**src/rtl/scatter_ctrl.sv**
```systemverilog
// Sequencer for the scatter datapath: drains one packed input block into the
// free downstream slots in element order, popping the block once fully placed.
module scatter_ctrl #(
  parameter int DATA = 32,
  parameter int IN   = 8,
  parameter int OUT  = 16,
  parameter bit ACT  = 1'b1,
  parameter int OFS  = $clog2(IN),
  parameter int CNT  = $clog2(IN + 1)
) (
  input  logic           clk,
  input  logic           reset,
  input  logic           in_valid,
  input  logic [CNT-1:0] in_num,
  output logic           in_ready,
  input  logic [OUT-1:0] slot_free,
  input  logic           stall,
  input  logic           flush,
  output logic [OFS-1:0] offset,
  output logic [OUT-1:0] sel,
  output logic [CNT-1:0] issue_num,
  output logic           busy
);

  localparam int FW = $clog2(OUT + 1);
  localparam int TW = (CNT > FW) ? CNT : FW;

  // DATA only rides along for instantiation consistency; reject nonsense sizes.
  if (DATA < 1 || IN < 2 || OUT < 1) begin : g_param_check
    $error("scatter_ctrl: DATA >= 1, IN >= 2 and OUT >= 1 are required");
  end

  typedef enum logic [0:0] {
    IDLE = 1'b0,
    PART = 1'b1
  } state_t;

  state_t         state_r;
  logic [OFS-1:0] offset_r;

  logic [CNT-1:0] num_s;
  logic [CNT-1:0] ofs_ext_s;
  logic [CNT-1:0] avail_s;
  logic [FW-1:0]  free_s;
  logic [CNT-1:0] take_s;
  logic           go_s;
  logic           done_s;
  logic [OUT-1:0] sel_s;
  logic [TW-1:0]  cnt_s;

  // Clamp the block size, count free slots and size this cycle's issue.
  always_comb begin
    num_s     = (in_num > CNT'(IN)) ? CNT'(IN) : in_num;
    ofs_ext_s = CNT'(offset_r);
    avail_s   = (num_s > ofs_ext_s) ? (num_s - ofs_ext_s) : {CNT{1'b0}};
    free_s    = {FW{1'b0}};
    for (int k = 0; k < OUT; k++) begin
      if (slot_free[k] == ACT) begin
        free_s = free_s + FW'(1'b1);
      end else begin
        free_s = free_s;
      end
    end
    go_s = in_valid && !stall && !flush;
    if (go_s) begin
      take_s = (TW'(avail_s) <= TW'(free_s)) ? avail_s : CNT'(free_s);
    end else begin
      take_s = {CNT{1'b0}};
    end
    done_s = go_s && ((ofs_ext_s + take_s) == num_s);
  end

  // Enable the take lowest-indexed free slots; surplus free slots stay disabled.
  always_comb begin
    sel_s = {OUT{~ACT}};
    cnt_s = {TW{1'b0}};
    for (int k = 0; k < OUT; k++) begin
      if ((slot_free[k] == ACT) && (cnt_s < TW'(take_s))) begin
        sel_s[k] = ACT;
        cnt_s    = cnt_s + TW'(1'b1);
      end else begin
        sel_s[k] = ~ACT;
      end
    end
  end

  // Block FSM and drain offset; flush outranks completion, completion outranks progress.
  always_ff @(posedge clk) begin
    if (reset) begin
      state_r  <= IDLE;
      offset_r <= {OFS{1'b0}};
    end else if (flush) begin
      state_r  <= IDLE;
      offset_r <= {OFS{1'b0}};
    end else if (done_s) begin
      state_r  <= IDLE;
      offset_r <= {OFS{1'b0}};
    end else if (take_s != {CNT{1'b0}}) begin
      state_r  <= PART;
      offset_r <= offset_r + OFS'(take_s);
    end else begin
      state_r  <= state_r;
      offset_r <= offset_r;
    end
  end

  // Outputs sit at their idle values for as long as reset is high.
  always_comb begin
    if (reset) begin
      sel       = {OUT{~ACT}};
      in_ready  = 1'b0;
      issue_num = {CNT{1'b0}};
      busy      = 1'b0;
      offset    = {OFS{1'b0}};
    end else begin
      sel       = sel_s;
      in_ready  = done_s;
      issue_num = take_s;
      busy      = (state_r == PART);
      offset    = offset_r;
    end
  end

endmodule

```
**config.mk**
```make
export PLATFORM = sky130hd
export DESIGN_NAME = scatter_ctrl
export DESIGN_NICKNAME = d
export VERILOG_FILES = /design/src/rtl/scatter_ctrl.sv
export SDC_FILE = /design/constraint.sdc
export NUM_CORES = 1
export LEC_CHECK = 0
export ABC_CLOCK_PERIOD_IN_PS = 65800
export CAP_MARGIN = 20
export CORE_ASPECT_RATIO = 1.5
export CORE_MARGIN = 2
export CORE_UTILIZATION = 25
export CTS_BUF_LIST = sky130_fd_sc_hd__clkbuf_4 sky130_fd_sc_hd__clkbuf_8
export CTS_CLUSTER_SIZE = 10
export DETAILED_ROUTE_END_ITERATION = 6
export GPL_TIMING_DRIVEN = 0
export PLACE_DENSITY = 0.44
export SYNTH_ARGS = -nofsm -noshare
export SYNTH_HDL_FRONTEND = slang
export SYNTH_SLANG_ARGS = --single-unit
```
**constraint.sdc**
```tcl
create_clock -name clk -period 65.8 [get_ports clk]
set_input_delay 13.16 -clock clk [delete_from_list [all_inputs] [get_ports clk]]
set_output_delay 13.16 -clock clk [all_outputs]
set_load 0.01 [all_outputs]
```
Word level (Yosys, flattened, before mapping). Index checks and enable logic that the tools add are counted.

Register bits after elaboration: 4. Output and inout bits: 25. Word-level logic and storage cells: 133.

Add/subtract/negate cells: 32. $lt $le $gt $ge: 19. Equal/unequal tests: 1. Mux-type cells: 56. Reduce and logical (&&, ||, !) cells: 23.

Operator list (number): two-way mux 5 bit (28); adder 5 x 1 -> 5 bit (second input constant) (27); less-than comparator 5 x 4 -> 1 bit (14); two-way mux 1 bit (20); two-way mux 4 bit (5); logical AND 1 bit (19); two-way mux 16 bit (1); less-or-equal comparator 4 x 5 -> 1 bit (1); adder 1 x 1 -> 2 bit (second input constant) (2); adder 3 x 4 -> 4 bit (1); equality test 4 bit (1); greater-than comparator 4 x 3 -> 1 bit (1); greater-than comparator 4 bit (second input constant) (1); less-than comparator 1 x 4 -> 1 bit (1); less-than comparator 1 x 4 -> 1 bit (first input constant) (1); nonzero test 4 bit (1); subtractor 4 x 3 -> 4 bit (1); adder 3 bit (1); two-way mux 3 bit (1); OR reduction 3 bit (1); logical NOT 1 bit (2); two-way mux 2 bit (1).

Logic depth before layout (Yosys ltp).
Depth after elaboration: 83. Mapped depth: 168. Depth with buffers taken out: 164.

Worst setup path after synthesis. No wires, ideal clock.

Path kind: input to output. Start point: input port slot_free[0]. End point: output port sel[15]. Data arrival time: 44.385 ns. Required time: 52.640 ns. Slack: 8.255 ns. Stages on the path: 156. Path buffers: 4. Cells stage by stage: inv_1 ha_1 xor2_2 ha_1 nand2_1 o21ai_0 ha_1 mux2_2 ha_1 nand2_1 nand3_1 ha_1 inv_1 a32oi_1 ha_1 nor2b_1 nor2_1 o21ai_0 [... 120 more ...] xnor2_2 ha_1 a211oi_1 o2111ai_1 xnor2_2 ha_1 a21o_1 nand2_1 nand4b_2 a21oi_2 and3_4 xor2_1 ha_1 a21oi_1 nand3_1 a2111oi_0 a211oi_1 a311oi_2.

Longest elaborated chain between the ends: 83. Elaborated cells on any way between the ends: 97. Classes of those cells: add/sub: 29; order compare: 17; mux: 35; reduce/logical: 16.

Ends and longest elaborated chain: from (decl) (RTL line 16) `input logic [OUT-1:0] slot_free,`; two-way mux 1 bit (RTL line 58) `if (slot_free[k] == ACT) begin`; adder 1 x 1 -> 2 bit (RTL line 59) `free_s = free_s + FW'(1'b1);`; two-way mux 5 bit (RTL line 58); adder 5 x 1 -> 5 bit (RTL line 59); two-way mux 5 bit (RTL line 58); adder 5 x 1 -> 5 bit (RTL line 59); two-way mux 5 bit (RTL line 58); adder 5 x 1 -> 5 bit (RTL line 59); [... 67 more ...]; two-way mux 5 bit (RTL line 78) `if ((slot_free[k] == ACT) && (cnt_s < TW'(take_s))) begin`; less-than comparator 5 x 4 -> 1 bit (RTL line 78); logical AND 1 bit (RTL line 78); two-way mux 5 bit (RTL line 78); less-than comparator 5 x 4 -> 1 bit (*) (RTL line 78); logical AND 1 bit (*) (RTL line 78); two-way mux 1 bit (*) (RTL line 78); two-way mux 16 bit (*) (RTL line 109) `if (reset) begin`; to (decl) (RTL line 20) `output logic [OUT-1:0] sel,`.

Mark *: on every way between the ends. The rest lies on a longest branch, timed or not.

Worst setup path in the final report. Same ends and word-level chain as after synthesis.

==> flow_metrics.tcl <==
set metrics [dict create \
    outcome "finished, final reports clean" \
    worst_setup_hold_path_clk_slew_ns 0.03 \
    critical_path_cell_count 163 \
    timing.critical_path.buf_inv 17 \
    placeableCoreArea_sq_um 25100 \
    timing.fmax_mhz 15.9 \
    initial_utilization_pct 25.4 \
    timing.hold.worst_path_depth 2 \
    tritoncts_clock_tree "built" \
    worst_clock_skew_ns 0.00289 \
    postSynthNetCount 930 \
    crit_arrival_ns 49.65 \
    pin_count_of_the_biggest_net_entering_global_routing 20 \
    drv_slew 0 \
    synth.lib_cells_used.distinct 119 \
    final_layout_size_suffix_gt1_share_pct 13.7 \
    detailedRoute.firstPassIterationCount 5 \
    yosys_warnings 0 \
    die_height_um 199 \
    post-route-worst-setup-slack_ns 2.99 \
    min_path_type "reg2reg" \
    finalWirelength_um 20700 \
    grt-ovfl-total 0 \
    htree_levels 1 \
    use_met1_pct 17.5 \
    dpl.cell_count 1198 \
    timing.max_cap.violations 0 \
    drc 0 \
    post_synth.cell_area_avg_sq_um 7.71 \
    cts_buffers 3 \
    met3_usage_pct 0.431 \
    timing.rr.start "offset_r[0]" \
    chip_width_um 134 \
    via_cell_ratio 5.25 \
    seq_area_frac_synth_pct 1.26 \
    final_design_area_no_fill_sq_um 7330 \
    crit_path_start_kind "primary input" \
    routability_driven_placement_congestion_ratio 0.824 \
    timing.setup.critical_path_class "in2out" \
    nFillCells 2823 \
    post_layout_nonfiller_instances 1201 \
    worst-path-max-fanout 10 \
    die_area_sq_um 26800 \
    worstSkewPairLatency_ns 0.22 \
    fin_setup_tns_ns 0 \
    worst_case_hold_path_end_point "state_r" \
    worst-r2r-setup-slack_ns 59.43 \
    required_ns 52.64 \
    syn-instance-count 825 \
    critical-path-top-cell-by-count "sky130_fd_sc_hd__ha_1" \
    mappedNetlistArea_sq_um 6360 \
    placed_cell_area_sq_um 7230 \
    placement.setup.worst_slack_ns 1.83 \
    crit_path_end_kind "output pin" \
    numClockSinks 4 \
    asyncSetResetFlopFracSynth_pct 0 \
    cts_max_path_buffers 2 \
    grt_pass1_vias 6328 \
    detail_route.iter0.violations 266 \
    cts.repair_timing.setup_buffer_count 0 \
    final_antenna_net_count 0 \
    grt_first_pass_wirelength_um 33100 \
    initial_antenna_violation_count 0 \
    ys.flop_type "sky130_fd_sc_hd__dfxtp_1" \
    timing.reg2reg.worst_path_depth 25 \
    io_buffers 42 \
    ioPinCount 50 \
    global_route.usage.total_pct 15.2 \
    hpwlAfterDp_um 17200 \
    cp_slowest_stage_delay_ns 0.58 \
    clockRootBuffer "sky130_fd_sc_hd__clkbuf_8" \
    cts_resized 0 \
    final_hold_viol_count 0 \
    vias 6311 \
    num_antenna_cells 0 \
    clock_period_minus_worst_slack_ns 62.81 \
    timing_worst_slew_pin_value_ns 0.869 \
    holdCritStartpoint "state_r" \
    cts.hold.buffers_added 0 \
    worst_slew_margin_rel_pct 40.8 \
    routedWlPerCell_um 17.2 \
    crit_slowest_cell "sky130_fd_sc_hd__clkdlybuf4s50_1" \
    final_min_period_over_clock_period_pct 95.5 \
    rows 71 \
    grt.met2_usage_pct 30.8 \
    fin_nets 980 \
    setup_viol_count_final 0 \
    area_growth_syn_to_layout_pct 15.2 \
    critical_path.reg2reg.endpoint "offset_r[2]" \
    grt-busiest-layer "met2" \
    synth_edf_count 0 \
    synth.ff_latch_count 4 \
    worst_path_dominant_cell_family "compound AO/OA/AOI/OAI gates" \
]
==> worst register-to-register path: cells and delay by family (launching register included) <==
family | cells | cell delay (ns)
flip-flops | 1 | 0.37
AND/OR/NAND/NOR | 5 | 0.96
XOR/XNOR | 1 | 0.18
multiplexers | 2 | 0.82
AO/OA/AOI/OAI | 8 | 1.75
buffers and inverters | 4 | 0.46
adder cells (fa/ha/maj) | 5 | 1.65
==> layer usage <==
metal / part of all wire (%) / up-vias
met5: 0 / -
met4: 1.8 / 0
met3: 1.4 / 23
met2: 55 / 81
met1: 42 / 3014
li1: - / 3193
==> sequential cells by signal, indices dropped and copies added, names as in the netlist <==
signal / flops
offset_r: 3
state_r: 1
==> through the flow <==
stage               util, %  hold slack (ns)
global route           29.3            0.518
detailed placement     28.8            0.467
CTS                    29.0            0.477
floorplan                 -            0.432
finish                 29.3            0.479
global placement       28.7            0.452
==> synth_stat cells, types with 11 or more instances <==
cell | number | area share [%]
sky130_fd_sc_hd__ha_1 | 78 | 15
sky130_fd_sc_hd__a21oi_1 | 40 | 3.1
sky130_fd_sc_hd__a211oi_1 | 16 | 1.9
sky130_fd_sc_hd__xnor2_1 | 36 | 5.0
sky130_fd_sc_hd__nand2b_1 | 12 | 1.2
sky130_fd_sc_hd__clkbuf_1 | 11 | 0.65
sky130_fd_sc_hd__mux2_2 | 13 | 2.3
sky130_fd_sc_hd__nand3_1 | 26 | 2.0
sky130_fd_sc_hd__nor2_1 | 77 | 4.5
sky130_fd_sc_hd__nor4_1 | 11 | 1.1
sky130_fd_sc_hd__nor3_1 | 18 | 1.4
sky130_fd_sc_hd__and2_1 | 15 | 1.5
sky130_fd_sc_hd__o21ai_0 | 34 | 2.7
sky130_fd_sc_hd__a21o_1 | 12 | 1.4
sky130_fd_sc_hd__nand2_1 | 70 | 4.1
sky130_fd_sc_hd__nand4_1 | 11 | 1.1
sky130_fd_sc_hd__a31oi_1 | 11 | 1.1
sky130_fd_sc_hd__inv_1 | 47 | 2.8
sky130_fd_sc_hd__mux2i_1 | 21 | 3.3
sky130_fd_sc_hd__nor2b_1 | 14 | 1.4
sky130_fd_sc_hd__o21a_1 | 12 | 1.4
sky130_fd_sc_hd__and3_1 | 12 | 1.2
sky130_fd_sc_hd__xor2_1 | 16 | 2.2
==> worst max-delay path by stage <==
stage                     endpoint         start  slack [ns]
after floorplan            sel[15]  slot_free[0]        8.25
after global placement     sel[15]  slot_free[0]        1.27
after detailed placement   sel[15]  slot_free[0]        1.83
after CTS                  sel[15]  slot_free[0]        1.67
after global routing       sel[15]  slot_free[0]      -0.006
final                      sel[15]  slot_free[0]        2.99
==> placed cells by master (no fill, tap or decap), types with 6 or more instances in the layout <==
cell type                         count
sky130_fd_sc_hd__a211oi_1            14
sky130_fd_sc_hd__a21o_1              12
sky130_fd_sc_hd__a21oi_1             39
sky130_fd_sc_hd__a31oi_1             11
sky130_fd_sc_hd__and2_1              15
sky130_fd_sc_hd__and3_1              12
sky130_fd_sc_hd__and4_1               6
sky130_fd_sc_hd__buf_4                8
sky130_fd_sc_hd__clkbuf_1            11
sky130_fd_sc_hd__clkdlybuf4s50_1     42
sky130_fd_sc_hd__ha_1                78
sky130_fd_sc_hd__inv_1               47
sky130_fd_sc_hd__inv_2                7
sky130_fd_sc_hd__mux2_2              13
sky130_fd_sc_hd__mux2i_1             19
sky130_fd_sc_hd__nand2_1             70
sky130_fd_sc_hd__nand2b_1            12
sky130_fd_sc_hd__nand3_1             26
sky130_fd_sc_hd__nand3b_1             6
sky130_fd_sc_hd__nand4_1             11
sky130_fd_sc_hd__nor2_1              77
sky130_fd_sc_hd__nor2b_1             14
sky130_fd_sc_hd__nor3_1              17
sky130_fd_sc_hd__nor3b_1              6
sky130_fd_sc_hd__nor4_1              10
sky130_fd_sc_hd__o211ai_1             6
sky130_fd_sc_hd__o21a_1              12
sky130_fd_sc_hd__o21ai_0             32
sky130_fd_sc_hd__xnor2_1             36
sky130_fd_sc_hd__xnor2_2              6
sky130_fd_sc_hd__xnor3_1              6
sky130_fd_sc_hd__xor2_1              16
==> cells by family (layout without fill, tap and decap cells) <==
| family | after synthesis | count (layout) | synth area share, % |
|---|---|---|---|
| AOI/OAI and AO/OA | 227 | 227 | 28.5 |
| xor gates and xnor gates | 76 | 76 | 14.6 |
| adders and majority gates | 80 | 80 | 16.0 |
| buffers and inverters | 76 | 124 | 5.27 |
| DFF | 4 | 4 | 1.26 |
| muxes | 40 | 40 | 7.00 |
| other | 1 | 1 | 0.0590 |
| and+or+nand+nor | 321 | 321 | 27.3 |
==> area by class of cell <==
| class | instances | area (sq um) | share of cell area (%) |
|---|---|---|---|
| Inverter | 54 | 203 | 2.77 |
| Clock buffer | 3 | 41.3 | 0.563 |
| Sequential cell | 4 | 80.1 | 1.09 |
| Timing Repair Buffer | 45 | 443 | 6.04 |
| Multi-Input combinational cell | 745 | 6020 | 82.1 |
| Buffer | 22 | 133 | 1.81 |
| Tap cell | 328 | 410 | 5.60 |
Power is left out: the tool's default activity adds up to more than one toggle a clock period on the data nets, which glitch-free logic cannot reach.
